`config.mk`:
```
export PLATFORM = sky130hd
export DESIGN_NAME = frame_pixel_server
export DESIGN_NICKNAME = d
export VERILOG_FILES = /design/src/rtl/frame_pixel_server.sv
export SDC_FILE = /design/constraint.sdc
export NUM_CORES = 1
export LEC_CHECK = 0
export ABC_AREA = 1
export ABC_CLOCK_PERIOD_IN_PS = 2900
export BUFFER_PORTS_ARGS = -buffer_cell sky130_fd_sc_hd__clkbuf_2
export CORE_MARGIN = 5
export CORE_UTILIZATION = 58
export CTS_BUF_LIST = sky130_fd_sc_hd__clkbuf_8
export DETAILED_ROUTE_END_ITERATION = 8
export PLACE_DENSITY = 0.83
export SETUP_SLACK_MARGIN = 0.3
export SYNTH_ARGS = -nofsm -noshare
export SYNTH_HDL_FRONTEND = slang
export SYNTH_SLANG_ARGS = --single-unit
```
`constraint.sdc`:
```
create_clock -name clk -period 2.9 [get_ports clk]
set_input_delay 0.58 -clock clk [delete_from_list [all_inputs] [get_ports clk]]
set_output_delay 0.58 -clock clk [all_outputs]
set_load 0.02 [all_outputs]
```
`src/rtl/frame_pixel_server.sv`:
```
// frame_pixel_server
//
// Answers pixel-coordinate requests from a consumer out of a one-entry
// pixel cache, fetching from a byte-wide frame buffer on a miss.
//
// Handshakes:
//   Consumer side: the consumer holds req_x/req_y/req_en and samples pixel on
//     any clk edge where waitrequest=0. waitrequest is purely combinational
//     from the current request and the cache registers.
//   Memory side: a read command is accepted on a clk edge where mem_read=1 and
//     mem_waitrequest=0. Command signals are held stable while stalled. Read
//     data returns later, qualified by mem_readdatavalid. Only one read is
//     ever outstanding.
//
// Ports:
//   clk, rst              clock, synchronous active-high reset
//   req_en, req_x, req_y  consumer request (coordinates are signed)
//   pixel, waitrequest    consumer response
//   mem_address, mem_read, mem_waitrequest,
//   mem_readdata, mem_readdatavalid
//                         frame buffer read port
//   fetch_count           number of accepted memory reads since reset (wraps)
//   state_dbg             current FSM state, for observation only

module frame_pixel_server #(
    parameter int ROW_NUM   = 480,
    parameter int COL_NUM   = 640,
    parameter int BASE_ADDR = 0,
    parameter int ADDR_W    = 20
) (
    input  logic              clk,
    input  logic              rst,
    input  logic              req_en,
    input  logic [10:0]       req_x,
    input  logic [10:0]       req_y,
    output logic [7:0]        pixel,
    output logic              waitrequest,
    output logic [ADDR_W-1:0] mem_address,
    output logic              mem_read,
    input  logic              mem_waitrequest,
    input  logic [7:0]        mem_readdata,
    input  logic              mem_readdatavalid,
    output logic [31:0]       fetch_count,
    output logic [1:0]        state_dbg
);

    localparam logic [1:0] IDLE      = 2'd0;
    localparam logic [1:0] ISSUE     = 2'd1;
    localparam logic [1:0] WAIT_DATA = 2'd2;

    logic [1:0]        state_q,       state_d;
    logic [10:0]       pend_x_q,      pend_x_d;
    logic [10:0]       pend_y_q,      pend_y_d;
    logic [10:0]       cache_x_q,     cache_x_d;
    logic [10:0]       cache_y_q,     cache_y_d;
    logic [7:0]        cache_data_q,  cache_data_d;
    logic              cache_valid_q, cache_valid_d;
    logic              mem_read_q,    mem_read_d;
    logic [ADDR_W-1:0] mem_address_q, mem_address_d;
    logic [31:0]       fetch_count_q, fetch_count_d;

    // Sign-extended coordinates so the range test works on negative inputs.
    logic signed [31:0] req_x_s;
    logic signed [31:0] req_y_s;
    logic               out_of_range;
    logic               cache_match;
    logic               hit;
    logic [ADDR_W-1:0]  req_addr;

    assign req_x_s = 32'(signed'(req_x));
    assign req_y_s = 32'(signed'(req_y));

    assign out_of_range = (req_x_s < 0) || (req_x_s >= COL_NUM) ||
                          (req_y_s < 0) || (req_y_s >= ROW_NUM);

    assign cache_match = cache_valid_q && (req_x == cache_x_q) && (req_y == cache_y_q);

    // Disabled and off-frame requests never need memory: they answer 0 at once.
    assign hit         = !req_en || out_of_range || cache_match;
    assign waitrequest = !hit;
    assign pixel       = (req_en && !out_of_range) ? cache_data_q : 8'd0;

    // Only evaluated on a miss, where the coordinates are known in range and
    // therefore non-negative, so unsigned arithmetic is exact.
    assign req_addr = ADDR_W'(BASE_ADDR) + ADDR_W'(req_y) * ADDR_W'(COL_NUM) + ADDR_W'(req_x);

    always_comb begin
        state_d       = state_q;
        pend_x_d      = pend_x_q;
        pend_y_d      = pend_y_q;
        cache_x_d     = cache_x_q;
        cache_y_d     = cache_y_q;
        cache_data_d  = cache_data_q;
        cache_valid_d = cache_valid_q;
        mem_read_d    = mem_read_q;
        mem_address_d = mem_address_q;
        fetch_count_d = fetch_count_q;

        case (state_q)
            IDLE: begin
                if (!hit) begin
                    pend_x_d      = req_x;
                    pend_y_d      = req_y;
                    mem_address_d = req_addr;
                    mem_read_d    = 1'b1;
                    state_d       = ISSUE;
                end
            end
            ISSUE: begin
                if (!mem_waitrequest) begin
                    mem_read_d    = 1'b0;
                    fetch_count_d = fetch_count_q + 32'd1;
                    state_d       = WAIT_DATA;
                end
            end
            WAIT_DATA: begin
                // The fill always targets the coordinate that was fetched,
                // even if the consumer has since moved on.
                if (mem_readdatavalid) begin
                    cache_data_d  = mem_readdata;
                    cache_x_d     = pend_x_q;
                    cache_y_d     = pend_y_q;
                    cache_valid_d = 1'b1;
                    state_d       = IDLE;
                end
            end
            default: begin
                mem_read_d = 1'b0;
                state_d    = IDLE;
            end
        endcase
    end

    always_ff @(posedge clk) begin
        if (rst) begin
            state_q       <= IDLE;
            pend_x_q      <= '0;
            pend_y_q      <= '0;
            cache_x_q     <= '0;
            cache_y_q     <= '0;
            cache_data_q  <= '0;
            cache_valid_q <= 1'b0;
            mem_read_q    <= 1'b0;
            mem_address_q <= '0;
            fetch_count_q <= '0;
        end else begin
            state_q       <= state_d;
            pend_x_q      <= pend_x_d;
            pend_y_q      <= pend_y_d;
            cache_x_q     <= cache_x_d;
            cache_y_q     <= cache_y_d;
            cache_data_q  <= cache_data_d;
            cache_valid_q <= cache_valid_d;
            mem_read_q    <= mem_read_d;
            mem_address_q <= mem_address_d;
            fetch_count_q <= fetch_count_d;
        end
    end

    assign mem_read    = mem_read_q;
    assign mem_address = mem_address_q;
    assign fetch_count = fetch_count_q;
    assign state_dbg   = state_q;

endmodule

```
# [Word level (Yosys, flattened, before mapping)]
# Cells that the tools add are included.
[totals] regBits=108 input_bits=35 output_inout_bits=64 word_cells=52
[classes] n_addsub=2 mul=1 n_lt_le_gt_ge=4 eq_ne=7 muxes=8 bitwise=3 n_reduce_logical=17
[ops] op="$add A32 B1 Y32 const B" n=1
[ops] op="$eq A11 B11 Y1" n=2
[ops] op="$lt A11 B1 Y1 const B" n=2
[ops] op="$add A20 B11 Y20" n=1
[ops] op="$mul A11 B3 Y13 const B" n=1
[ops] op="$ge A11 B10 Y1 const B" n=1
[ops] op="$ge A11 B11 Y1 const B" n=1
[ops] op="$mux W8" n=1
[ops] op="$mux W2" n=3
[ops] op="$ne A2 B2 Y1 const B" n=3
[ops] op="$pmux W2 S3" n=1
[ops] op="$reduce_and A2 Y1" n=3
[ops] op="$reduce_and A3 Y1" n=2
[ops] op="$logic_or A1 B1 Y1" n=5
[ops] op="$logic_and A1 B1 Y1" n=3
[ops] op="$logic_not A1 Y1" n=3
[ops] op="$not A1 Y1" n=3
[ops] op="$pmux W1 S3" n=1
[ops] op="$eq A2 B1 Y1 const B" n=1
[ops] op="$eq A2 B2 Y1 const B" n=1
[ops] op="$logic_not A2 Y1" n=1
[ops] op="$mux W1" n=2

# [Longest topological paths before layout]
[logic_depth] ltp_word=8 depth_mapped=16 ltp_nobuf=16

# [Worst setup path after synthesis]
# No wires, ideal clock.
[synth_path] kind="input-to-reg" from="in req_y[1]" to="reg mem_address_q[18], in the netlist mem_address[18]" setup_ns=0.109 arrival_ns=2.496 required_time_ns=2.791 path_slack_ns=0.295 stages=16 path_buffers=0 cell_sequence="ha_1 ha_1 fa_1 nand2_1 inv_1 nand4_1 nand2_1 nand2_1 nor2_1 nand3_1 inv_1 nand2_1 nand2_1 nand3_1 nand2_1 inv_1"
[synth_via] elab_chain_cells=7 elab_cells_between_ends=12 cone_classes="add/sub: 1; mul: 1; order compare: 2; eq/ne: 1; bitwise: 1; reduce/logical: 6"
[synth_lines] item="start: declaration" line_no="35" source="input logic [10:0] req_y,"
[synth_lines] item="parallel branches: the longest is 7 deep, another holds $add A20 B11 Y20"
[synth_lines] item="end signal: assignment" line_no="155" source="mem_address_q <= mem_address_d;"
[synth_lines] item="end: declaration" line_no="59" source="logic [ADDR_W-1:0] mem_address_q, mem_address_d;"
# Parallel ways; which one is timed is not known.
# A chain may end at the register's enable or synchronous reset.

# [Worst setup path in the final report]
[layout_path] from="in req_y[3]" to="reg mem_address_q[18], in the netlist mem_address[18]"
# The elaborated chain is that of the path after synthesis.

==> run summary <==
Cell Area, Synth = 0.00540 mm²
Leak = 2.87 nW
Largest net degree at the start of global routing = 66
Placer's final routability congestion estimate = 0.886
Worst Hold Launch = pend_x_q[10]
EDFF count, synth = 0
PnR worst setup slack = 377 ps
Setup bufs post-CTS = 0
Core area = 0.00915 mm²
Initial Util = 0.590
Number of distinct library cells after synthesis = 40
Yosys reg bits = 101
Sequential-to-total area share from yosys stat = 0.374
Post-place setup slack = 55.6 ps
Synth area leaders = dfxtp_1, nand2_1, a21oi_1
Final min period = 2520 ps
Area delta synth->final = 14.7%
Ant diodes = 0
Final hold violation count = 0
Worst skew pair latency = 360 ps
Fin. max-slew vios = 0
Outcome = completed
Worst setup path category = in2reg
Die Y = 106 µm
Hold crit path type = reg2reg
Slew headroom = 0.309
Drt pass-1 iters = 6
Final hold slack = 458 ps
Util after Layout = 0.677
Share of flip-flops with an asynchronous set or reset = 0
Max Cap Viol = 0
Port bufs = 98
Clock root cell = clkbuf_8
Max Fclk = 396 MHz
Final ANT Viol Nets = 0
Final HPWL DP = 10000 µm
Die W = 106 µm
Period utilization = 0.870
Starting DRT DRC Count = 309
Final instance area = 0.00620 mm²
Via Count = 5232
Final setup viols = 0
Yosys warnings = 0
Share of cells above drive strength 1 = 0.179
Syn_nets = 835
GRT Util Overall = 0.243
Clock Tree Buf Depth = 2
Vias/cell = 5.37
DRT Wirelength = 13500 µm
Initial antenna violation count = 0
CP Data Arrival Time = 2790 ps
Post-DP Area = 0.00594 mm²
Cts hold-fix bufs = 0
Worst slew pin tran = 1030 ps
Pwr dens = 457 mW/mm²
TritonCTS Buffers = 9
Syn avg cell area = 6.97 µm²
RSZ-0062 raised after global routing = yes
Reg2reg start = state_dbg[1]
Post-synth top area cell = dfxtp_1
Synth Flop Type = dfxtp_1
CTS sink cnt = 101
First-pass GRT wire length = 22900 µm
Global route overflow = 0
Vias in the first global route = 5143
Detailed-route wire length per cell = 13.9 µm
Setup crit end kind = register
Synth cell count leaders = nand2_1, inv_1, dfxtp_1
CTS tree = yes
Crit path from = req_y[3]
Final setup TNS = 0 ps
Maximum vdd drop = 0.000294 V
Number of remaining DRC errors = 0
Nets = 919
Share of the synthesized area in the top cell type = 0.374
Clk slew on worst S/H paths = 90 ps
Leading cell type by number of instances after synthesis = nand2_1
Mapped Cells = 775
Setup Skew = 10.1 ps
Num rows = 35
Die area = 0.0113 mm²
# H-tree levels = 3
Critical Path Start Type = primary input
Critical Path RT = 3170 ps
Ports = 99
Max Fanout on Critical Path = 4
[cell type report]
| cell class | instances | area, µm² |
|---|---|---|
| Multi-Input combinational cell | 530 | 2840 |
| Timing Repair Buffer | 102 | 533 |
| Tap cell | 111 | 139 |
| Sequential cell | 101 | 2020 |
| Fill cell | 787 | 2960 |
| Inverter | 115 | 433 |
| Clock inverter | 5 | 82.6 |
| Clock buffer | 11 | 151 |
[cells in the final DEF (no fill, tap or decap), types with 9 or more instances in the layout]
cell	netlist	layout
clkbuf_2	0	98
inv_1	104	103
o21ai_0	68	68
inv_2	8	9
ha_1	23	22
xor2_1	13	12
nand4_1	11	11
dfxtp_1	101	101
nand3_1	32	30
nor3_1	11	11
nand2_1	165	164
xnor2_1	10	10
a21oi_1	86	86
nor2_1	70	69
clkbuf_8	0	11
[registers in the layout, indices dropped and copies added (netlist names)]
name	count
cache_y_q	11
state_dbg	2
mem_read	1
cache_data_q	8
pend_y_q	11
fetch_count	32
pend_x_q	11
cache_valid_q	1
mem_address	13
cache_x_q	11
[cell families after synthesis]
group,synth area share
flops,0.374
fa+ha+maj,0.0607
compound gates,0.157
xor+xnor,0.0403
simple gates,0.261
buf+inv,0.107
[layer usage]
| metal | vias up | share of wire | global-route usage |
|---|---|---|---|
| met5 | - | 0 | 0 |
| met4 | 0 | 0.018 | 0.0795 |
| met3 | 23 | 0.055 | 0.0480 |
| met2 | 174 | 0.49 | 0.415 |
| met1 | 2382 | 0.44 | 0.307 |
| li1 | 2653 | - | - |
[per-stage QoR]
| step | total power [W] | instances |
|---|---|---|
| 2_1_floorplan | 0.00171 | 775 |
| 3_3_place_gp | 0.00181 | 959 |
| 3_5_place_dp | 0.00182 | 959 |
| 4_1_cts | 0.00284 | 975 |
| 5_1_grt | 0.00296 | 975 |
| 6_report | 0.00283 | 975 |
[final timing paths]
kind | to | slack (ps) | cells after the start
setup reg to reg | cache_data_q[7] | 880 | 3
hold reg to reg | pend_x_q[10] | 460 | 2
setup / recovery | mem_address[18] | 380 | 17
hold / removal | pend_x_q[10] | 460 | 2
[repair_timing]
item                       4_1_cts  5_1_grt
resized for setup                0        6
setup endpoints to repair        0        3
hold endpoints to repair         0        0
[power by group]
group	leakage (nW)	internal, W	switching, W
combinational	1.93	0.000145	0.000258
sequential	0.815	0.00140	0.00000876
clock	0.120	0.000535	0.000486
total	2.87	0.00208	0.000753
[worst max-delay path, stage by stage]
cell and delay (ps):
clkbuf_2 120, ha_1 300, ha_2 210, fa_2 580, nand2_1 80, inv_2 70, a21boi_0 100, nand2_1 110
nand2_2 60, nor2_2 150, nand3_2 100, inv_1 80, nand2_1 50, nand2_1 50, nand3_1 60, nand2_1 70
inv_1 30
(Power assumes the default switching activity.)
